==> src/rtl/bp_me_cfg_endpoint.sv <==
// bp_me_cfg_endpoint
// Per-tile config-bus slave sitting below the cfg boot loader. It decodes
// uncached read/write commands, owns the tile control registers
// (soft reset, freeze, cache/CCE modes, boot PC) and forwards CCE microcode
// accesses to the instruction RAM. Every command produces exactly one
// response, which the loader's credit counter depends on.
//
// Message layout (MSB..LSB):
//   { msg_type[3:0], size[2:0], payload[7:0], cce_id[5:0], addr[paddr_width_p-1:0], data[dword_width_p-1:0] }
//   Only addr[cfg_addr_width_p-1:0] takes part in decode.
//
// Ports
//   clk_i, reset_i                 clock, asynchronous active-high reset
//   io_cmd_i/_v_i/_ready_o         command channel (transfer on v & ready)
//   io_resp_o/_v_o/_ready_i        response channel
//   reset_o, freeze_o              tile soft reset / freeze
//   icache_mode_o, dcache_mode_o   LCE modes (0 uncached, 1 normal, 2 nonspec)
//   cce_mode_o                     CCE mode (0 uncached, 1 normal)
//   npc_o                          boot PC
//   ucode_*                        microcode RAM request / read-data port
//
// States
//   state        | meaning
//   e_ready      | idle, accepting a command
//   e_ucode_req  | microcode request held until the RAM yumis it
//   e_ucode_wait | waiting for microcode read data
//   e_resp       | response presented until io_resp_ready_i
module bp_me_cfg_endpoint
    #(parameter int paddr_width_p                 = 40
    , parameter int cfg_addr_width_p              = 16
    , parameter int dword_width_p                 = 64
    , parameter int vaddr_width_p                 = 39
    , parameter int inst_width_p                  = 48
    , parameter int inst_ram_addr_width_p         = 8
    , parameter logic [vaddr_width_p-1:0] npc_reset_p = 39'h00_8000_0000
    , localparam int cce_mem_hdr_width_lp         = 4 + 3 + 8 + 6 + paddr_width_p
    , localparam int cce_mem_msg_width_lp         = cce_mem_hdr_width_lp + dword_width_p
    )
    (input  logic                             clk_i
    , input  logic                             reset_i

    , input  logic [cce_mem_msg_width_lp-1:0]  io_cmd_i
    , input  logic                             io_cmd_v_i
    , output logic                             io_cmd_ready_o

    , output logic [cce_mem_msg_width_lp-1:0]  io_resp_o
    , output logic                             io_resp_v_o
    , input  logic                             io_resp_ready_i

    , output logic                             reset_o
    , output logic                             freeze_o
    , output logic [1:0]                       icache_mode_o
    , output logic [1:0]                       dcache_mode_o
    , output logic                             cce_mode_o
    , output logic [vaddr_width_p-1:0]         npc_o

    , output logic                             ucode_v_o
    , output logic                             ucode_w_o
    , output logic [inst_ram_addr_width_p-1:0] ucode_addr_o
    , output logic [inst_width_p-1:0]          ucode_data_o
    , input  logic                             ucode_yumi_i
    , input  logic                             ucode_data_v_i
    , input  logic [inst_width_p-1:0]          ucode_data_i
    );

    localparam logic [3:0] e_uc_rd_lp = 4'd2;
    localparam logic [3:0] e_uc_wr_lp = 4'd3;

    localparam logic [cfg_addr_width_p-1:0] cfg_reg_reset_lp       = 'h0001;
    localparam logic [cfg_addr_width_p-1:0] cfg_reg_freeze_lp      = 'h0002;
    localparam logic [cfg_addr_width_p-1:0] cfg_reg_npc_lp         = 'h0003;
    localparam logic [cfg_addr_width_p-1:0] cfg_reg_icache_mode_lp = 'h0004;
    localparam logic [cfg_addr_width_p-1:0] cfg_reg_dcache_mode_lp = 'h0005;
    localparam logic [cfg_addr_width_p-1:0] cfg_reg_cce_mode_lp    = 'h0006;
    localparam logic [cfg_addr_width_p-1:0] cfg_mem_ucode_base_lp  = 'h8000;
    localparam logic [cfg_addr_width_p:0]   ucode_depth_lp =
        (cfg_addr_width_p+1)'(1) << inst_ram_addr_width_p;

    typedef enum logic [1:0] {
        e_ready,
        e_ucode_req,
        e_ucode_wait,
        e_resp
    } state_e;

    state_e state_q, state_d;

    logic [3:0]                      cmd_type;
    logic [cfg_addr_width_p-1:0]     cmd_addr;
    logic [dword_width_p-1:0]        cmd_data;
    logic [cce_mem_hdr_width_lp-1:0] cmd_hdr;
    logic [cfg_addr_width_p-1:0]     ucode_off;
    logic                            cmd_fire;
    logic                            cmd_is_wr;
    logic                            cmd_is_ucode;
    logic [dword_width_p-1:0]        reg_rdata;

    logic                             reset_q;
    logic                             freeze_q;
    logic [1:0]                       icache_mode_q;
    logic [1:0]                       dcache_mode_q;
    logic                             cce_mode_q;
    logic [vaddr_width_p-1:0]         npc_q;
    logic [cce_mem_hdr_width_lp-1:0]  hdr_q;
    logic [dword_width_p-1:0]         data_q;
    logic                             ucode_w_q;
    logic [inst_ram_addr_width_p-1:0] ucode_addr_q;
    logic [inst_width_p-1:0]          ucode_data_q;

    assign cmd_hdr   = io_cmd_i[cce_mem_msg_width_lp-1:dword_width_p];
    assign cmd_type  = io_cmd_i[cce_mem_msg_width_lp-1 -: 4];
    assign cmd_addr  = io_cmd_i[dword_width_p +: cfg_addr_width_p];
    assign cmd_data  = io_cmd_i[dword_width_p-1:0];
    assign cmd_fire  = io_cmd_v_i & io_cmd_ready_o;
    assign cmd_is_wr = (cmd_type == e_uc_wr_lp);

    // Subtraction wraps below the base, so the lower bound is checked separately.
    assign ucode_off    = cmd_addr - cfg_mem_ucode_base_lp;
    assign cmd_is_ucode = (cmd_addr >= cfg_mem_ucode_base_lp)
                        && ({1'b0, ucode_off} < ucode_depth_lp);

    logic unused_cmd_bits;
    assign unused_cmd_bits = ^{cmd_data[dword_width_p-1:inst_width_p],
                               ucode_off[cfg_addr_width_p-1:inst_ram_addr_width_p]};

    always_comb begin
        reg_rdata = '0;
        case (cmd_addr)
            cfg_reg_reset_lp:       reg_rdata[0]                 = reset_q;
            cfg_reg_freeze_lp:      reg_rdata[0]                 = freeze_q;
            cfg_reg_npc_lp:         reg_rdata[vaddr_width_p-1:0] = npc_q;
            cfg_reg_icache_mode_lp: reg_rdata[1:0]               = icache_mode_q;
            cfg_reg_dcache_mode_lp: reg_rdata[1:0]               = dcache_mode_q;
            cfg_reg_cce_mode_lp:    reg_rdata[0]                 = cce_mode_q;
            default:                reg_rdata                    = '0;
        endcase
    end

    always_ff @(posedge clk_i or posedge reset_i) begin
        if (reset_i) begin
            state_q <= e_ready;
        end else begin
            state_q <= state_d;
        end
    end

    always_comb begin
        state_d = state_q;
        case (state_q)
            e_ready:      if (cmd_fire)        state_d = cmd_is_ucode ? e_ucode_req : e_resp;
            e_ucode_req:  if (ucode_yumi_i)    state_d = ucode_w_q ? e_resp : e_ucode_wait;
            e_ucode_wait: if (ucode_data_v_i)  state_d = e_resp;
            e_resp:       if (io_resp_ready_i) state_d = e_ready;
            default:                           state_d = e_ready;
        endcase
    end

    always_comb begin
        io_cmd_ready_o = 1'b0;
        io_resp_v_o    = 1'b0;
        ucode_v_o      = 1'b0;
        case (state_q)
            e_ready:     io_cmd_ready_o = 1'b1;
            e_ucode_req: ucode_v_o      = 1'b1;
            e_resp:      io_resp_v_o    = 1'b1;
            default:     ;
        endcase
    end

    // Control registers; writes land on the same edge the command is accepted.
    always_ff @(posedge clk_i or posedge reset_i) begin
        if (reset_i) begin
            reset_q       <= 1'b1;
            freeze_q      <= 1'b1;
            icache_mode_q <= 2'd0;
            dcache_mode_q <= 2'd0;
            cce_mode_q    <= 1'b0;
            npc_q         <= npc_reset_p;
        end else if (cmd_fire && cmd_is_wr && !cmd_is_ucode) begin
            case (cmd_addr)
                cfg_reg_reset_lp:       reset_q       <= cmd_data[0];
                cfg_reg_freeze_lp:      freeze_q      <= cmd_data[0];
                cfg_reg_npc_lp:         npc_q         <= cmd_data[vaddr_width_p-1:0];
                cfg_reg_icache_mode_lp: icache_mode_q <= cmd_data[1:0];
                cfg_reg_dcache_mode_lp: dcache_mode_q <= cmd_data[1:0];
                cfg_reg_cce_mode_lp:    cce_mode_q    <= cmd_data[0];
                default:                ;
            endcase
        end
    end

    // Message and microcode request datapath. The ucode request fields are
    // loaded on every accepted command; they only matter in e_ucode_req.
    always_ff @(posedge clk_i or posedge reset_i) begin
        if (reset_i) begin
            hdr_q        <= '0;
            data_q       <= '0;
            ucode_w_q    <= 1'b0;
            ucode_addr_q <= '0;
            ucode_data_q <= '0;
        end else if (cmd_fire) begin
            hdr_q        <= cmd_hdr;
            ucode_w_q    <= cmd_is_wr;
            ucode_addr_q <= ucode_off[inst_ram_addr_width_p-1:0];
            ucode_data_q <= cmd_data[inst_width_p-1:0];
            data_q       <= ((cmd_type == e_uc_rd_lp) && !cmd_is_ucode) ? reg_rdata : '0;
        end else if ((state_q == e_ucode_wait) && ucode_data_v_i) begin
            data_q <= (hdr_q[cce_mem_hdr_width_lp-1 -: 4] == e_uc_rd_lp)
                    ? {{(dword_width_p-inst_width_p){1'b0}}, ucode_data_i}
                    : '0;
        end
    end

    assign io_resp_o     = {hdr_q, data_q};
    assign reset_o       = reset_q;
    assign freeze_o      = freeze_q;
    assign icache_mode_o = icache_mode_q;
    assign dcache_mode_o = dcache_mode_q;
    assign cce_mode_o    = cce_mode_q;
    assign npc_o         = npc_q;
    assign ucode_w_o     = ucode_w_q;
    assign ucode_addr_o  = ucode_addr_q;
    assign ucode_data_o  = ucode_data_q;

endmodule
==> config.mk <==
export PLATFORM = sky130hd
export DESIGN_NAME = bp_me_cfg_endpoint
export DESIGN_NICKNAME = d
export VERILOG_FILES = /design/src/rtl/bp_me_cfg_endpoint.sv
export SDC_FILE = /design/constraint.sdc
export NUM_CORES = 1
export LEC_CHECK = 0
export ABC_AREA = 1
export BUFFER_PORTS_ARGS = -buffer_cell sky130_fd_sc_hd__buf_4
export CORE_AREA = 2 2 160 162
export CTS_BUF_LIST = sky130_fd_sc_hd__clkbuf_2 sky130_fd_sc_hd__clkbuf_4 sky130_fd_sc_hd__clkbuf_8
export DETAILED_ROUTE_END_ITERATION = 8
export DIE_AREA = 0 0 162 164
export PLACE_DENSITY = 0.63
export SYNTH_ARGS = -nofsm -noshare
export SYNTH_HDL_FRONTEND = slang
export SYNTH_SLANG_ARGS = --single-unit
==> constraint.sdc <==
create_clock -name clk_i -period 6.8 [get_ports clk_i]
set_input_delay 0.68 -clock clk_i [delete_from_list [all_inputs] [get_ports clk_i]]
set_output_delay 0.68 -clock clk_i [all_outputs]
set_load 0.03 [all_outputs]
==> results.md <==
* R2R cell count at 11
* Vias in the first global route at 7,719
* Setup Crit Path Kind: reg -> reg
* Vias at 8,085
* Routability Congestion at 0.854
* Slew @ Worst Pin at 1.01 ns
* Crit path largest cell delay at 0.59 ns
* Final Max Slew Viols at 0
* Count of different cell masters after synthesis at 28
* Share of cells above drive strength 1 at 32.2%
* Final worst path period share at 57.5%
* Leakage at 6.91 nW
* Final hold vios at 0
* MaxCap Viol Count at 0
* Crit-path leading delay family: simple AND/OR/NAND/NOR gates
* CTS H-Tree Depth at 2
* Syn Area/Cell at 8.47 µm²
* Crit Path Max Fanout at 167
* P_int at 3.37 mW
* Hold-fix buffers at CTS at 0
* Core Rows at 58
* Sw frac at 43.2%
* Post-synthesis simple-gate area fraction at 23.0%
* Die W at 162 µm
* CP endpoint kind: flop
* Peak supply drop at 0.278 mV
* CTS buffer count at 36
* Yosys warnings at 0
* Largest family of logic cells by synthesized area: simple AND/OR/NAND/NOR gates
* First-pass GRT wire length at 42,100 µm
* CP dominant cell by count: buf_4
* Area leader, netlist: dfrtp_1
* Mapped Area at 8920 µm²
* Critical path arrival at 4.27 ns
* Initial Util at 35.9%
* Switching power at 2.56 mW
* Worst reg2reg setup slack at 2.89 ns
* Reg-to-Reg Start: state_q[0]
* Aggregate routed wire length at 27,500 µm
* Post-CTS Resized at 0
* Port Buffer Count at 377
* Status: finished, final reports clean
* CTS max path bufs at 3
* Gate count after technology mapping at 1,053
* Crit Reg-Reg Endpoint: npc_o[7]
* Flop pwr share at 32.4%
* Total global-route track usage at 20.0%
* ANT cells at 0
* Synth Area in Adders at 0.561%
* Slew HR at 32.5%
* Critical path buffers and inverters at 4
* CTS tree: built
* Gr ovfl total at 0
* HP Class: in -> async
* Area delta synth->final at 41.1%
* Largest net degree at the start of global routing at 168
* DR WL/cell at 15.5 µm
* Post-Route Utilization at 50.7%
* Ranking of synthesized cells by area: dfrtp_1, nand2_1, o21ai_0
* Tmin final at 3.91 ns
* Area share of the largest cell type after synthesis at 57.0%
* DRC viols at 0
* Die area at 26,600 µm²
* DRT Pass-1 Iters at 4
* Worst skew pair latency at 0.51 ns
* Initial antenna violation count at 0
* Final nets at 1,595
* Initial drt markers at 458
* Core Box Area at 24,800 µm²
* Vias per cell at 4.57
* Pwr/cell area at 471 nW/µm²
* Critical path required time at 7.17 ns
* CTS clock-pin slew for the worst setup and hold paths at 0.06 ns
* XOR/XNOR Fraction of Synth Area at 0%
* Worst path cell trace: inv_1 > ha_1 > nand2_8 > inv_2 > buf_4 > nand3_1 > nor2_2 > nand2_2 > buf_4 > nand2_1 > o21ai_0
* Setup Buffers After CTS at 0
* Setup TNS at 0 ns
* Final setup vio count at 0
* Die Y at 164 µm
* Compound-Gate Fraction of Synth Area at 8.33%
* Worst setup SP type: flop
* FF+latch count, synth at 206
* DPL Wire Length at 19,100 µm
* Combinational share of power at 46.1%
* Clock sink count at 206
* I/O pin cnt at 410
* Clock power frac at 21.4%
* Antenna-violating nets left at 0
* Clock skew at 0.00996 ns
* Root buffer cell: clkbuf_8
* Sequential element share of the synthesized area at 57.8%
* RSZ-0062 raised after global routing: no
* Critical-path top delay cell: nand2_8
* Post-synthesis mux area share at 0%
* Fmax at 256 MHz
## power groups by stage
stage	clock [mW]	combinational, mW	sequential [mW]
2_1_floorplan	0	0.892	2.76
3_3_place_gp	0	2.74	1.93
3_5_place_dp	0	2.78	1.94
4_1_cts	1.31	2.78	1.93
5_1_grt	1.37	2.97	1.98
6_report	1.27	2.74	1.93
## per-stage QoR
stage                     setup WS [ns]  cells  hold slack [ns]  area (µm²)  power (mW)
after floorplan                   0.501   1068            0.550        8980        3.66
after global placement             2.97   1704            0.463       11800        4.67
after detailed placement           2.87   1704            0.466       11800        4.71
after CTS                          2.85   1769            0.312       12600        6.01
after global routing               2.51   1769            0.318       12600        6.31
final                              2.89   1769            0.317       12600        5.94
## synthesized netlist by cell type (all sizes together)
cell	n
nand2	381
dfrtp	203
o21ai	106
inv	104
nand3	66
nor2	62
buf	50
a21oi	37
clkbuf	28
ha	4
dfstp	3
a31oi	2
a221oi	1
conb	1
nand4	1
nor3	1
nor3b	1
o22ai	1
or2	1
## metal layers
metal | part of all wire, % | global-route usage (%) | routed length (µm) | up-vias
met5 | 0 | 0 | 0 | -
met4 | 2.7 | 6.52 | 752 | 0
met3 | 9.4 | 6.97 | 2580 | 54
met2 | 47 | 32.7 | 12800 | 317
met1 | 41 | 24.9 | 11300 | 3759
li1 | - | - | - | 3955
## cells in the final DEF, fill, tap and decap left out, types with 2 or more instances in the layout
master,count
a31oi_1,2
nand2_2,4
nor2_2,2
inv_1,102
a21oi_1,37
buf_4,384
o21ai_0,86
conb_1,16
clkinvlp_4,2
clkbuf_4,15
clkbuf_8,45
bufinv_16,2
dfstp_2,3
nand3_1,66
dfrtp_1,203
ha_1,4
nor2_1,60
nand2_1,376
o21ai_1,20
## worst max path at each step
stage / startpoint / end / slack, ns / cells past startpoint
2_1_floorplan: reset_i / cce_mode_o / 0.50 / 1
3_3_place_gp: state_q[0] / npc_o[8] / 2.97 / 11
3_5_place_dp: state_q[0] / npc_o[3] / 2.87 / 11
4_1_cts: state_q[0] / npc_o[3] / 2.85 / 11
5_1_grt: state_q[1] / npc_o[3] / 2.51 / 11
6_report: state_q[0] / npc_o[7] / 2.89 / 11
## state kept, by name, summed over array words and instances, names as in the netlist
name	cells
hdr_q	61
cce_mode_o	1
reset_o	1
ucode_w_o	1
dcache_mode_o	2
data_q	48
freeze_o	1
ucode_data_o	48
icache_mode_o	2
state_q	2
npc_o	39
## layout make-up
type	instances	area (µm²)
tap	330	413
multi-input combinational	680	2930
clock buffer	60	732
timing repair buffer	384	2880
sequential	206	5160
clock inverter	5	80.1
inverter	104	398
fill	2433	12200
## cell families (layout without fill, tap and decap cells)
family / after synthesis / count (layout)
AOI/OAI and AO/OA: 147 / 147
adders and majority gates: 4 / 4
buffers and inverters: 182 / 553
DFF: 206 / 206
other: 1 / 16
and+or+nand+nor: 513 / 513
## worst reg2reg max path, cell delays in order (launching register included)
cell and delay, ns:
dfrtp_1 0.41, inv_1 0.11, ha_1 0.37, nand2_8 0.60, inv_2 0.20, buf_4 0.55, nand3_1 0.25, nor2_2 0.30
nand2_2 0.31, buf_4 0.40, nand2_1 0.18, o21ai_0 0.08
Power figures use the tool's default switching activity.
